===== src/rtl/keypad_scanner.sv =====
// 3x4 matrix keypad scanner: column strobe, row synchronizer, ghost
// rejection and per-scan debounce feeding a registered key code.
module keypad_scanner #(
   parameter int SCAN_DIV       = 100000,
   parameter int DEBOUNCE_SCANS = 4
) (
   input  logic       clk,
   input  logic       rst,
   input  logic [3:0] row,
   output logic [2:0] col,
   output logic [3:0] key_code,
   output logic       key_valid,
   output logic       key_press
);

   localparam int DW = (SCAN_DIV > 1) ? $clog2(SCAN_DIV) : 1;
   localparam int CW = $clog2(DEBOUNCE_SCANS + 1);
   localparam logic [DW-1:0] DIV_MAX = DW'(SCAN_DIV - 1);
   localparam logic [CW-1:0] DEB_N   = CW'(DEBOUNCE_SCANS);
   localparam logic [CW-1:0] ONE     = CW'(1);
   localparam logic [3:0]    NONE    = 4'hF;

   typedef enum logic [1:0] {IDLE, CONFIRM, HELD, RELEASE} state_t;

   logic [3:0]    row_s1, row_s2;
   logic [3:0]    samp0, samp1;
   logic [DW-1:0] div;
   logic [1:0]    idx;
   logic [3:0]    res;
   logic          res_vld;
   state_t        state;
   logic [3:0]    key;
   logic [CW-1:0] cnt;
   logic [CW-1:0] cnt_inc;

   assign cnt_inc = cnt + ONE;

   // Bit index is col*4 + row.
   function automatic logic [3:0] key_map(input int i);
      logic [3:0] c;
      case (i)
         0:       c = 4'h1;
         1:       c = 4'h4;
         2:       c = 4'h7;
         3:       c = 4'hA;
         4:       c = 4'h2;
         5:       c = 4'h5;
         6:       c = 4'h8;
         7:       c = 4'h0;
         8:       c = 4'h3;
         9:       c = 4'h6;
         10:      c = 4'h9;
         default: c = 4'hB;
      endcase
      return c;
   endfunction

   // Any scan with more than one closed contact is treated as no key.
   function automatic logic [3:0] decode(input logic [11:0] rows);
      logic [11:0] lows;
      logic [3:0]  c;
      int          n;
      lows = ~rows;
      c    = NONE;
      n    = 0;
      for (int i = 0; i < 12; i++) begin
         if (lows[i]) begin
            n = n + 1;
            c = key_map(i);
         end
      end
      if (n != 1) c = NONE;
      return c;
   endfunction

   always_ff @(posedge clk or posedge rst) begin
      if (rst) begin
         row_s1  <= 4'hF;
         row_s2  <= 4'hF;
         samp0   <= 4'hF;
         samp1   <= 4'hF;
         div     <= '0;
         idx     <= 2'd0;
         col     <= 3'b110;
         res     <= NONE;
         res_vld <= 1'b0;
      end else begin
         row_s1  <= row;
         row_s2  <= row_s1;
         res_vld <= 1'b0;
         if (div == DIV_MAX) begin
            div <= '0;
            case (idx)
               2'd0: begin
                  samp0 <= row_s2;
                  idx   <= 2'd1;
                  col   <= 3'b101;
               end
               2'd1: begin
                  samp1 <= row_s2;
                  idx   <= 2'd2;
                  col   <= 3'b011;
               end
               default: begin
                  res     <= decode({row_s2, samp1, samp0});
                  res_vld <= 1'b1;
                  idx     <= 2'd0;
                  col     <= 3'b110;
               end
            endcase
         end else begin
            div <= div + DW'(1);
         end
      end
   end

   always_ff @(posedge clk or posedge rst) begin
      if (rst) begin
         state     <= IDLE;
         key       <= NONE;
         cnt       <= '0;
         key_code  <= NONE;
         key_valid <= 1'b0;
         key_press <= 1'b0;
      end else begin
         key_press <= 1'b0;
         if (res_vld) begin
            case (state)
               IDLE: begin
                  if (res != NONE) begin
                     key <= res;
                     if (ONE >= DEB_N) begin
                        state     <= HELD;
                        cnt       <= '0;
                        key_code  <= res;
                        key_valid <= 1'b1;
                        key_press <= 1'b1;
                     end else begin
                        state <= CONFIRM;
                        cnt   <= ONE;
                     end
                  end
               end
               CONFIRM: begin
                  if (res == key) begin
                     if (cnt_inc >= DEB_N) begin
                        state     <= HELD;
                        cnt       <= '0;
                        key_code  <= key;
                        key_valid <= 1'b1;
                        key_press <= 1'b1;
                     end else begin
                        cnt <= cnt_inc;
                     end
                  end else if (res == NONE) begin
                     state <= IDLE;
                     cnt   <= '0;
                  end else begin
                     key <= res;
                     cnt <= ONE;
                  end
               end
               HELD: begin
                  if (res != key) begin
                     if (ONE >= DEB_N) begin
                        state     <= IDLE;
                        cnt       <= '0;
                        key_code  <= NONE;
                        key_valid <= 1'b0;
                     end else begin
                        state <= RELEASE;
                        cnt   <= ONE;
                     end
                  end
               end
               default: begin
                  if (res == key) begin
                     state <= HELD;
                     cnt   <= '0;
                  end else if (cnt_inc >= DEB_N) begin
                     state     <= IDLE;
                     cnt       <= '0;
                     key_code  <= NONE;
                     key_valid <= 1'b0;
                  end else begin
                     cnt <= cnt_inc;
                  end
               end
            endcase
         end
      end
   end

endmodule


===== config.mk =====
export PLATFORM = sky130hd
export DESIGN_NAME = keypad_scanner
export DESIGN_NICKNAME = d
export VERILOG_FILES = /design/src/rtl/keypad_scanner.sv
export SDC_FILE = /design/constraint.sdc
export NUM_CORES = 1
export LEC_CHECK = 0
export CAP_MARGIN = 25
export CORE_UTILIZATION = 25
export DETAILED_ROUTE_END_ITERATION = 16
export MAX_ROUTING_LAYER = met4
export PLACE_DENSITY = 0.44
export SYNTH_ARGS = -nofsm -noshare
export SYNTH_HDL_FRONTEND = slang
export SYNTH_SLANG_ARGS = --single-unit

===== constraint.sdc =====
create_clock -name clk -period 8.35 [get_ports clk]
set_input_delay 2.505 -clock clk [delete_from_list [all_inputs] [get_ports clk]]
set_output_delay 2.505 -clock clk [all_outputs]
set_load 0.01 [all_outputs]

==> load_flow_metrics.sql <==
INSERT INTO impl_metrics (metric_group, metric, value, unit) VALUES
('run_status', 'outcome', 'completed', ''),
('finish', 'stdcell_count', '591', ''),
('floorplan', 'floorplan.io_pins', '15', ''),
('drt', 'ant_nets', '0', ''),
('power', 'total_switching_power', '0.148', 'mW'),
('worst_setup_path', 'critPathLaunchType', 'flop', ''),
('logic_synthesis', 'synth-warning-count', '0', ''),
('drt', 'post_drt_wl_per_cell', '12.3', 'um'),
('clocking', 'post-cts-setup-buffer-count', '0', ''),
('clocking', 'ctsRootBufferMaster', 'clkbuf_16', ''),
('drt', 'avgViaCountPerCell', '4.62', ''),
('clocking', 'tritoncts_clock_tree', 'done', ''),
('drt', 'detail_route.iter0.violations', '140', ''),
('logic_synthesis', 'synth.distinct_cells', '61', ''),
('worst_setup_path', 'timing.critical_path.arrival', '7.78', 'ns'),
('place', 'dpl.cell_count', '574', ''),
('logic_synthesis', 'synth_area_leaders', 'dfstp_2 21%, dfrtp_1 19%, ha_1 6.3%, xnor2_1 4.9%, nand2_1 3.6%', ''),
('clocking', 'worst_setup_hold_path_clk_slew', '0.05', 'ns'),
('power', 'power_switching_share', '20.1', '%'),
('drt', 'vias_after_detailed_routing', '2729', ''),
('logic_synthesis', 'synth_area', '3750', 'sq um'),
('power', 'cellInternalPower', '0.586', 'mW'),
('min_path', 'timing.hold.worst.class', 'reg -> reg', ''),
('sta', 'final-hold-violation-count', '0', ''),
('logic_synthesis', 'synthDominantAreaCellType', 'dfstp_2', ''),
('sta', 'post-route-min-period', '7.54', 'ns'),
('logic_synthesis', 'yosys_register_bits', '58', ''),
('floorplan', 'chipWidth', '124', 'um'),
('worst_setup_path', 'worstSetupPathType', 'reg -> reg', ''),
('logic_synthesis', 'synth_fp_nets', '412', ''),
('job', 'count_of_maximum_capacitance_violations', '0', ''),
('worst_setup_path', 'worstPathMaxFanout', '5', ''),
('sta', 'timing.clock.skew', '0.00455', 'ns'),
('sta', 'holdWs', '0.356', 'ns'),
('worst_setup_path', 'worst_ep_required_time', '8.59', 'ns'),
('power', 'power.static_leakage', '1.86', 'nW'),
('global_routing', 'grt_pass1_vias', '2748', ''),
('finish', 'antenna_diode_instance_count', '0', ''),
('clocking', 'postCtsHoldBufs', '0', ''),
('place', 'hpwlAfterDp', '5.34', 'mm'),
('logic_synthesis', 'post_synthesis_average_cell_area', '9.68', 'sq um'),
('logic_synthesis', 'syn-instance-count', '387', ''),
('logic_synthesis', 'synthMostInstantiatedCell', 'nand2_1', ''),
('global_routing', 'grt_max_degree', '59', ''),
('logic_synthesis', 'yosysSeqAreaShare', '39.7', '%'),
('floorplan', 'coreArea', '14600', 'sq um'),
('global_routing', 'globalRouteTotalUtil', '10.7', '%'),
('power', 'clkPwrFrac', '57.3', '%'),
('floorplan', 'core.rowCount', '44', ''),
('worst_setup_path', 'crit_path_top_delay_cell', 'dfstp_2', ''),
('drt', 'wirelength', '7.26', 'mm'),
('worst_setup_path', 'critical_path_buf_inv_count', '4', ''),
('power', 'ir_worst_vdd', '0.139', 'mV'),
('logic_synthesis', 'synth-edff-count', '0', ''),
('finish', 'areaGrowthSynthToFinish', '18.3', '%'),
('finish', 'layout-drive-gt1-share', '18.2', '%'),
('finish', 'final_net_count', '427', ''),
('global_routing', 'first_pass_grt_wire_length', '13.1', 'mm'),
('clocking', 'clkSinkCount', '58', ''),
('floorplan', 'floorplan.initialDensity', '25.7', '%'),
('worst_setup_path', 'critical-path-top-cell-by-count', 'ha_1', ''),
('logic_synthesis', 'synth-main-ff-cell', 'dfstp_2', ''),
('global_routing', 'remaining_overflow_grt', '0', ''),
('drt', 'firstDrtPassIters', '4', ''),
('logic_synthesis', 'ys_top_cells_by_count', '36 x nand2_1, 33 x nor2_1, 30 x dfstp_2', ''),
('place', 'place.gp.congestion', '0.754', ''),
('worst_setup_path', 'path_delay_family', 'adder cells', ''),
('sta', 'timing_max_transition_violations_final', '0', ''),
('place', 'buffer_ports.inserted', '14', ''),
('drt', 'route.detailed.drc', '0', ''),
('floorplan', 'die_area', '15500', 'sq um');
## path summary, 6_finish.rpt
kind,from,end,slack (ns),cells after the start
hold reg to reg,row_s1[2]$_DFF_PP1_,row_s2[2]$_DFF_PP1_,0.36,0
hold / removal,row_s1[2]$_DFF_PP1_,row_s2[2]$_DFF_PP1_,0.36,0
min in group asynchronous,rst,cnt[2]$_DFFE_PP0P_,2.70,3
max in group asynchronous,rst,key_valid$_DFFE_PP0P_,5.19,3
setup reg to reg,samp0[0]$_DFFE_PP1P_,res[0]$_DFFE_PP1P_,0.81,39
setup / recovery,samp0[0]$_DFFE_PP1P_,res[0]$_DFFE_PP1P_,0.81,39
## cells by family (layout without fill, tap and decap cells)
family / after synthesis / count (layout) / share of synthesized area [%]
flip-flops: 58 / 58 / 39.7
AND/OR/NAND/NOR: 148 / 148 / 20.8
AO/OA/AOI/OAI: 72 / 72 / 13.5
multiplexers: 10 / 10 / 2.90
buffers and inverters: 37 / 57 / 3.81
adder cells (fa/ha/maj): 19 / 19 / 6.34
XOR/XNOR: 43 / 43 / 12.9
## per-layer routing
layer	GRT usage (%)	up-vias	part of all wire [%]
li1	-	1388	-
met1	13.3	1299	49
met2	16.6	29	46
met3	2.06	13	2.4
met4	5.10	0	2.3
met5	-	-	0
## stage by stage
step	instance area (sq um)	setup WS, ns
2_1_floorplan	3750	1.44
3_3_place_gp	4090	1.09
3_5_place_dp	4090	0.837
4_1_cts	4430	0.774
5_1_grt	4430	0.141
6_report	4430	0.806
## cell usage in the layout, fill, tap and decap left out, types with 14 or more instances in the layout
| cell | count |
|---|---|
| nand2_1 | 36 |
| nor2b_1 | 15 |
| nor2_1 | 33 |
| xnor2_1 | 21 |
| o21ai_0 | 22 |
| dfstp_2 | 30 |
| dfrtp_1 | 28 |
| ha_1 | 19 |
| inv_1 | 21 |
| clkdlybuf4s50_1 | 14 |
## state kept, by name, indices dropped and copies added (netlist names), 2 cells and up, named ones only
signal,count
key,4
div,17
samp0,4
col,3
res,4
row_s2,4
cnt,3
key_code,4
idx,2
samp1,4
row_s1,4
## power groups by stage
stage	Combinational (mW)	Sequential (mW)	Clock (mW)
floorplan	0.0190	0.291	0
global placement	0.0241	0.294	0
detailed placement	0.0244	0.293	0
CTS	0.0245	0.289	0.429
global route	0.0273	0.289	0.441
finish	0.0238	0.289	0.420
## layout make-up
| type | instances | area (sq um) |
|---|---|---|
| fill | 1499 | 10200 |
| multi-input combinational | 292 | 2120 |
| sequential | 58 | 1490 |
| tap | 184 | 230 |
| clock buffer | 9 | 225 |
| timing repair buffer | 17 | 160 |
| clock inverter | 7 | 118 |
| inverter | 24 | 90.1 |
Power figures use the tool's default switching activity.
